[config.mk]
export PLATFORM = sky130hd
export DESIGN_NAME = pla_eval_pipe
export DESIGN_NICKNAME = d
export VERILOG_FILES = /design/src/rtl/pla_eval_pipe.sv
export SDC_FILE = /design/constraint.sdc
export NUM_CORES = 1
export LEC_CHECK = 0
export CAP_MARGIN = 10
export CELL_PAD_IN_SITES_DETAIL_PLACEMENT = 1
export CELL_PAD_IN_SITES_GLOBAL_PLACEMENT = 1
export CORE_ASPECT_RATIO = 2
export CORE_MARGIN = 10
export CORE_UTILIZATION = 50
export DETAILED_ROUTE_END_ITERATION = 8
export MAX_ROUTING_LAYER = met4
export PLACE_DENSITY_LB_ADDON = 0.1
export RECOVER_POWER = 25
export SYNTH_ARGS = -nofsm -noshare
export SYNTH_HDL_FRONTEND = slang
export SYNTH_SLANG_ARGS = --single-unit
[constraint.sdc]
create_clock -name clk -period 4.43 [get_ports clk]
set_input_delay 0.886 -clock clk [delete_from_list [all_inputs] [get_ports clk]]
set_output_delay 0.886 -clock clk [all_outputs]
set_load 0.01 [all_outputs]
[src/rtl/pla_eval_pipe.sv]
// Run-time programmable PLA (AND plane + OR plane) behind a 2-stage valid/ready pipeline.
// Result appears 2 cycles after acceptance; at most 2 vectors in flight; outputs hold while out_ready is low.
module pla_eval_pipe #(
  parameter int N_IN    = 6,
  parameter int N_TERMS = 7,
  parameter int N_OUT   = 7,
  parameter int IDX_W   = (N_TERMS > 1) ? $clog2(N_TERMS) : 1
) (
  input  logic               clk,
  input  logic               rst_n,
  input  logic               cfg_we,
  input  logic [IDX_W-1:0]   cfg_idx,
  input  logic               cfg_en,
  input  logic [N_IN-1:0]    cfg_care,
  input  logic [N_IN-1:0]    cfg_val,
  input  logic [N_OUT-1:0]   cfg_or,
  output logic               cfg_ready,
  input  logic               in_valid,
  output logic               in_ready,
  input  logic [N_IN-1:0]    in_data,
  output logic               out_valid,
  input  logic               out_ready,
  output logic [N_OUT-1:0]   out_y,
  output logic [N_TERMS-1:0] out_terms,
  output logic               out_any,
  output logic [IDX_W-1:0]   out_first
);

  logic [N_TERMS-1:0] row_en;
  logic [N_IN-1:0]    row_care [N_TERMS];
  logic [N_IN-1:0]    row_val  [N_TERMS];
  logic [N_OUT-1:0]   row_or   [N_TERMS];

  logic               s1_valid;
  logic [N_TERMS-1:0] s1_hits;
  logic               s2_load;
  logic               s1_adv;
  logic               in_fire;
  logic               cfg_fire;
  logic [N_TERMS-1:0] hit;
  logic [N_OUT-1:0]   y_nxt;
  logic [IDX_W-1:0]   first_nxt;

  // Config rows may only change with the pipeline empty, so the OR plane
  // can safely be read in stage 2 without being captured alongside the hits.
  assign cfg_ready = ~s1_valid & ~out_valid;
  assign cfg_fire  = cfg_we & cfg_ready;
  assign s2_load   = ~out_valid | out_ready;
  assign s1_adv    = s1_valid & s2_load;
  assign in_ready  = (~s1_valid | s1_adv) & ~cfg_fire;
  assign in_fire   = in_valid & in_ready;

  always_comb begin
    hit = '0;
    for (int t = 0; t < N_TERMS; t++) begin
      hit[t] = row_en[t] & (((in_data ^ row_val[t]) & row_care[t]) == '0);
    end
  end

  // Scan high to low so the lowest hitting index is the last one written.
  always_comb begin
    y_nxt     = '0;
    first_nxt = '0;
    for (int t = N_TERMS - 1; t >= 0; t--) begin
      if (s1_hits[t]) begin
        y_nxt     = y_nxt | row_or[t];
        first_nxt = IDX_W'(t);
      end
    end
  end

  always_ff @(posedge clk or negedge rst_n) begin
    if (!rst_n) begin
      row_en <= '0;
      for (int t = 0; t < N_TERMS; t++) begin
        row_care[t] <= '0;
        row_val[t]  <= '0;
        row_or[t]   <= '0;
      end
    end else if (cfg_fire) begin
      for (int t = 0; t < N_TERMS; t++) begin
        if (int'(cfg_idx) == t) begin
          row_en[t]   <= cfg_en;
          row_care[t] <= cfg_care;
          row_val[t]  <= cfg_val;
          row_or[t]   <= cfg_or;
        end
      end
    end
  end

  always_ff @(posedge clk or negedge rst_n) begin
    if (!rst_n) begin
      s1_valid  <= 1'b0;
      s1_hits   <= '0;
      out_valid <= 1'b0;
      out_y     <= '0;
      out_terms <= '0;
      out_any   <= 1'b0;
      out_first <= '0;
    end else begin
      if (in_fire) begin
        s1_valid <= 1'b1;
        s1_hits  <= hit;
      end else if (s1_adv) begin
        s1_valid <= 1'b0;
      end

      if (s2_load) begin
        out_valid <= s1_valid;
        if (s1_valid) begin
          out_terms <= s1_hits;
          out_y     <= y_nxt;
          out_any   <= |s1_hits;
          out_first <= first_nxt;
        end
      end
    end
  end

endmodule

==> summary.txt <==
number of max-capacitance violations reported - 1
count of port buffers added during placement - 54
area grow syn2layout - 17.3%
total of hold buffers inserted after clock tree synthesis - 0
maximum VDD drop - 0.311 mV
Avg Vias per Cell - 5.77
arrival time of data at the critical path endpoint - 2.30 ns
origin of the worst min-delay path - out_y[3]
Worst Clk Skew - 0.00962 ns
GRT Residual Overflow - 0
beginning of the worst register-to-register path - out_valid
worst slew margin relative to its limit - -0.542
CTS buffer count - 17
wirelength, routed - 17.7 mm
final clock period utilization by the worst path - 0.720
fmax - 314 MHz
layer with the highest usage after global routing - met2
Cell Int Power - 3.51 mW
CTS-repair resized insts - 0
synthesized instance count - 504
full die area - 0.0200 mm2
Sw Pwr - 1.46 mW
drt pass-1 iters - 6
fraction of power consumed by combinational cells - 0.222
floorplan core area - 0.0143 mm2
final count of hold timing violations - 0
r2r endpoint - out_terms[5]
pin count of the biggest net entering global routing - 93
Detail Route Antenna Nets - 0
accumulated negative setup slack - 0 ns
outcome - complete, but fails checks
fill cell instance count of the final layout - 1405
setup repair after global routing missed its margin - no
number of global-route vias before repair - 5158
PnR Total Power - 4.97 mW
Post-synth ARST share - 1.00
boundary pin count - 55
GR met1 Demand/Resource - 0.191
Skew-Pair Late Insertion Delay - 0.42 ns
number of warning messages in the yosys log - 0
Tmin final - 3.19 ns
worst hold path cell count - 1
part of the power in the clock network - 0.295
placement-stage worst setup slack - 1.25 ns
synthesized netlist net count - 538
final setup slack of the worst path - 1.24 ns
CTS tree - done
transition time at the pin with the least slew margin - 2.31 ns
prevailing post-synth register cell - sky130_fd_sc_hd__dfrtp_1
Commonest cells post-synth - sky130_fd_sc_hd__dfrtp_1 (167), sky130_fd_sc_hd__mux2_2 (105), sky130_fd_sc_hd__xor2_1 (42)
Root Driver - sky130_fd_sc_hd__clkbuf_16
final count of negative-setup-slack endpoints - 0
number of antenna cells inserted - 0
Final Max Slew Viols - 93
area share of the largest cell type after synthesis - 0.577
Yosys reg bits - 167
worst min-delay path endpoint - out_y[3]
met3 Usage GRT - 0.0318
number of nets in the finished design - 588
Hold Path Class - flip-flop to flip-flop
starting DRC count in detailed routing - 147
data required time at the worst endpoint - 3.54 ns
EDFF count, synth - 0
Sequential Power Share - 0.483
share of synthesized area occupied by flip-flops and latches - 0.577
overall routing resource usage - 0.190
violated checks - capacitance limit, slew limit
power density normalized to cell area - 585 mW/mm2
Mapped Avg Cell Area - 14.4 um2
wire length of the first global-routing pass - 28.6 mm
Yosys cell types - 38
initial cell density of the core - 0.507
path depth of the worst reg2reg path - 3
number of antenna violations at the first check in global routing - 0
number of core rows - 62
setup slack of the worst register-to-register path - 2.41 ns
leakage power - 3.90 nW
Storage cell area - 0.00418 mm2
GR Layer Usage met2 - 0.349
Post-CTS Setup Bufs - 0
nature of the critical path startpoint - primary input
area used by multi-input combinational logic - 0.00288 mm2
detailed-route via count - 4377
main area contributors after synthesis - sky130_fd_sc_hd__dfrtp_1 (58%), sky130_fd_sc_hd__mux2_2 (16%), sky130_fd_sc_hd__xor2_1 (5.1%)
detailed-route DRC error count - 0
top cell type by total area after synthesis - sky130_fd_sc_hd__dfrtp_1
Sinks on Clock Net - 167
switching power share of the total - 0.294
clock input transition at the sequential cells of the worst setup and hold paths - 0.07 ns
start-to-end type of the worst setup path - primary input to output pin
largest fanout on the critical path - 5
clock tree buffer depth - 2
synthesized cell area - 0.00724 mm2
share of cells above drive strength 1 - 0.305
floorplan die height - 190 um
post-DR wirelength/cell - 23.3 um
CP endpoint kind - output pin
Final GP Congestion - 0.806
Post-DP HPWL - 12.0 mm
H-tree Lvls - 4
library cell with the highest instance count after synthesis - sky130_fd_sc_hd__dfrtp_1
die extent in x - 105 um
metrics by stage:
stage | std cells | hold WS (ns) | utilization | instance area [um2]
finish | 759 | 0.476 | 0.595 | 8500
global route | 759 | 0.498 | 0.595 | 8500
CTS | 759 | 0.480 | 0.596 | 8510
detailed placement | 727 | 0.465 | 0.555 | 7920
global placement | 727 | 0.460 | 0.555 | 7920
floorplan | 504 | 0.457 | - | 7240
worst max path at each step:
stage / start / end / slack [ns] / depth (start not counted)
floorplan: cfg_we / in_ready / 2.29 / 2
global placement: cfg_we / in_ready / 1.30 / 4
detailed placement: cfg_we / in_ready / 1.25 / 4
CTS: cfg_we / in_ready / 1.24 / 4
global route: cfg_we / in_ready / 1.14 / 4
finish: cfg_we / in_ready / 1.24 / 4
power groups by stage:
stage / registers (mW) / clock network, mW / logic (mW)
CTS: 2.40 / 1.50 / 1.13
global placement: 2.38 / 0 / 1.06
global route: 2.46 / 1.56 / 1.22
detailed placement: 2.42 / 0 / 1.12
floorplan: 2.26 / 0 / 0.762
finish: 2.40 / 1.47 / 1.10
layout by cell type, fill, tap and decap left out, types with 3 or more instances in the layout:
cell                              instances
sky130_fd_sc_hd__dfrtp_1                167
sky130_fd_sc_hd__mux2_2                 105
sky130_fd_sc_hd__clkdlybuf4s50_1         53
sky130_fd_sc_hd__xor2_1                  42
sky130_fd_sc_hd__nand2_1                 23
sky130_fd_sc_hd__mux2_1                  21
sky130_fd_sc_hd__a22oi_1                 21
sky130_fd_sc_hd__mux2_4                  20
sky130_fd_sc_hd__clkbuf_16               17
sky130_fd_sc_hd__a222oi_1                14
sky130_fd_sc_hd__buf_4                    9
sky130_fd_sc_hd__a31oi_1                  8
sky130_fd_sc_hd__a21o_1                   7
sky130_fd_sc_hd__o21ai_0                  7
sky130_fd_sc_hd__nand4_1                  7
sky130_fd_sc_hd__clkinv_4                 5
sky130_fd_sc_hd__nand3b_1                 3
sky130_fd_sc_hd__inv_6                    3
final cells by class:
type                       instances  share of cell area
timing repair buffer              63              0.0710
inverter                           2            0.000883
multi-input combinational        303               0.339
sequential                       167               0.492
clock inverter                    13              0.0174
clock buffer                      19              0.0521
tap                              192              0.0283
cells by family after synthesis:
kind of cell	Yosys count	synth area share
flops	167	0.577
mux	146	0.237
compound gates	65	0.0677
simple gates	50	0.0392
xor+xnor	42	0.0508
buf+inv	34	0.0280
routing by layer:
metal	wire [um]	up-vias
li1	-	1931
met1	6560	2330
met2	10100	86
met3	450	30
met4	554	0
met5	0	-
worst max-delay path: stages:
cell and delay, ns:
sky130_fd_sc_hd__clkdlybuf4s50_1 0.48, sky130_fd_sc_hd__nor3b_1 0.18, sky130_fd_sc_hd__a31oi_1 0.18, sky130_fd_sc_hd__clkdlybuf4s50_1 0.57
registers in the layout, summed over array words and instances (netlist names):
signal     cells
row_or        49
row_care      42
row_val       42
out_terms      7
out_y          7
row_en         7
s1_hits        7
out_first      3
out_any        1
out_valid      1
s1_valid       1
No activity file was read; power rests on OpenSTA's default activity.
==> RTL edit (same settings) <==
`N_IN`: 6 -> 3.
--- a/src/rtl/pla_eval_pipe.sv
+++ b/src/rtl/pla_eval_pipe.sv
@@ -2,5 +2,5 @@
 // Result appears 2 cycles after acceptance; at most 2 vectors in flight; outputs hold while out_ready is low.
 module pla_eval_pipe #(
-  parameter int N_IN    = 6,
+  parameter int N_IN    = 3,
   parameter int N_TERMS = 7,
   parameter int N_OUT   = 7,
Interface: changed (resized cfg_care, cfg_val and in_data); port bits go from 55 to 46. No check against the original RTL was run, so the function may have changed too.
==> RTL edit against the unedited design <==
- the run still ends with capacitance limit, slew limit left
- worst setup slack got worse by 0.012 ns
- wire length decreased by 21%
- critical path depth unchanged
- utilization increased by 2.2 points
- register-to-register slack got worse by 0.21 ns
- die area decreased by 22%
- design area decreased by 24%
- synthesized area decreased by 26%
- clock power decreased by 12%
- combinational power decreased by 23%
- sequential cell count decreased by 42
- via count decreased by 24%
- power decreased by 21%
- largest cell class unchanged
==> RTL edit: results (changes against the unedited design) <==
* Post-Place Setup Slack at 1.30 ns (+0.0476 ns)
* GRT Total Usage at 19.4% (+0.40 points)
* Xor/xnor share of the synthesized area at 3.43% (-1.6 points)
* Sequential share of the synthesized area at 58.4% (+0.69 points)
* First-pass GRT wire length at 21900 um (-24%)
* Pleak at 2.95 nW (-24%)
* Post-synthesis mux area share at 21.3% (-2.4 points)
* Vias per inst at 5.73 (-0.65%)
* Synthesized Nets at 410 (-24%)
* Vias in the first global route at 3827 (-26%)
* Hold_sp: out_y[4]
* Initial antenna violation count at 0 (unchanged)
* Proportion of layout cells with a drive suffix above 1 at 28.4% (-2.1 points)
* GP Congestion at 0.768 (-4.8%)
* Biggest regs: row_or (49), row_care (21), row_val (21)
* Net load switching power at 0.00119 W (-19%)
* Final Net Count at 459 (-22%)
* Placed cells at 552 (-24%)
* Reg2reg start: s1_valid
* Met1 wire length at 5090 um (-22%)
* Worst-Margin Slew at 1.78 ns (-0.529 ns)
* Skew final at 0.00883 ns (-0.000787 ns)
* Placed inst area at 5910 um2 (-25%)
* Wire length on met2 at 8270 um (-18%)
* Crit Path Max Fanout at 3 (-2)
* Asr flop ratio synth at 100% (unchanged)
* Critical Path Max Stage Delay at 0.55 ns (-0.02 ns)
* Syn avg cell area at 13.9 um2 (-3.2%)
* Max rail drop VDD at 0.328 mV (+5.4%)
* CP startpoint: out_ready
* Status: complete, but fails checks
* Detail Route met3 WL at 305 um (-32%)
* Final Power at 0.00395 W (-21%)
* Post-Layout Cell Count at 584 (-23%)
* Insertion delay to the later sink of the worst-skew pair at 0.42 ns (about the same)
* Seq pwr share at 45.7% (-2.6 points)
* I/O Buffers at 45 (-17%)
* Slew Limit Fails at 71 (-24%)
* Post-synth top cells: dfrtp_1 (125), mux2_2 (67), a22oi_1 (21), mux2_1 (21), xor2_1 (21)
* Failing checks: capacitance limit, slew limit
* Compound-cell area share of the yosys netlist at 8.69% (+1.9 points)
* Wire length per cell at 23.8 um (+2.3%)
* Clock Tree Root: clkbuf_16
* Filler cell count at 1075 (-23%)
* Initial DRC Count at 119 (-19%)
* Leading post-synthesis cells by cell area: dfrtp_1 (58%), mux2_2 (14%), mux2_1 (4.4%), xor2_1 (3.4%), a22oi_1 (2.9%)
* Max Cap Viol at 1 (unchanged)
* Power in the clock group at 0.00130 W (-12%)
* Largest net degree at the start of global routing at 71 (-24%)
* Post-detail-place hpwl at 9490 um (-21%)
* Yosys cell types at 39 (+2.6%)
## RTL edit: layout make-up
type                       count  area (um2)  share of cell area (%)
multi-input combinational    230        2080                    32.1
clock buffer                  18         439                    6.79
clock inverter                14         121                    1.88
timing repair buffer          52         498                    7.70
tap                          137         171                    2.65
inverter                       8        30.0                   0.464
sequential                   125        3130                    48.4
## RTL edit: metal layers
metal	GRT usage [%]	vias up
li1	-	1497
met1	18.2	1772
met2	37.0	53
met3	3.76	24
met4	7.02	0
met5	-	-
## RTL edit: worst register-to-register path: stages (launching register included)
cell and delay (ns):
dfrtp_1 0.50, nor3_2 0.30, and4_1 0.63, buf_4 0.31, mux2_2 0.36
## RTL edit: worst paths after layout
path                         endpoint  slack (ns)  cells past startpoint
min in group asynchronous   row_or[1]        0.94                      1
hold / removal               out_y[4]        0.47                      1
hold reg to reg              out_y[4]        0.47                      1
max in group asynchronous  s1_hits[5]        2.24                      2
setup reg to reg            row_or[7]        2.20                      4
setup / recovery             in_ready        1.23                      4
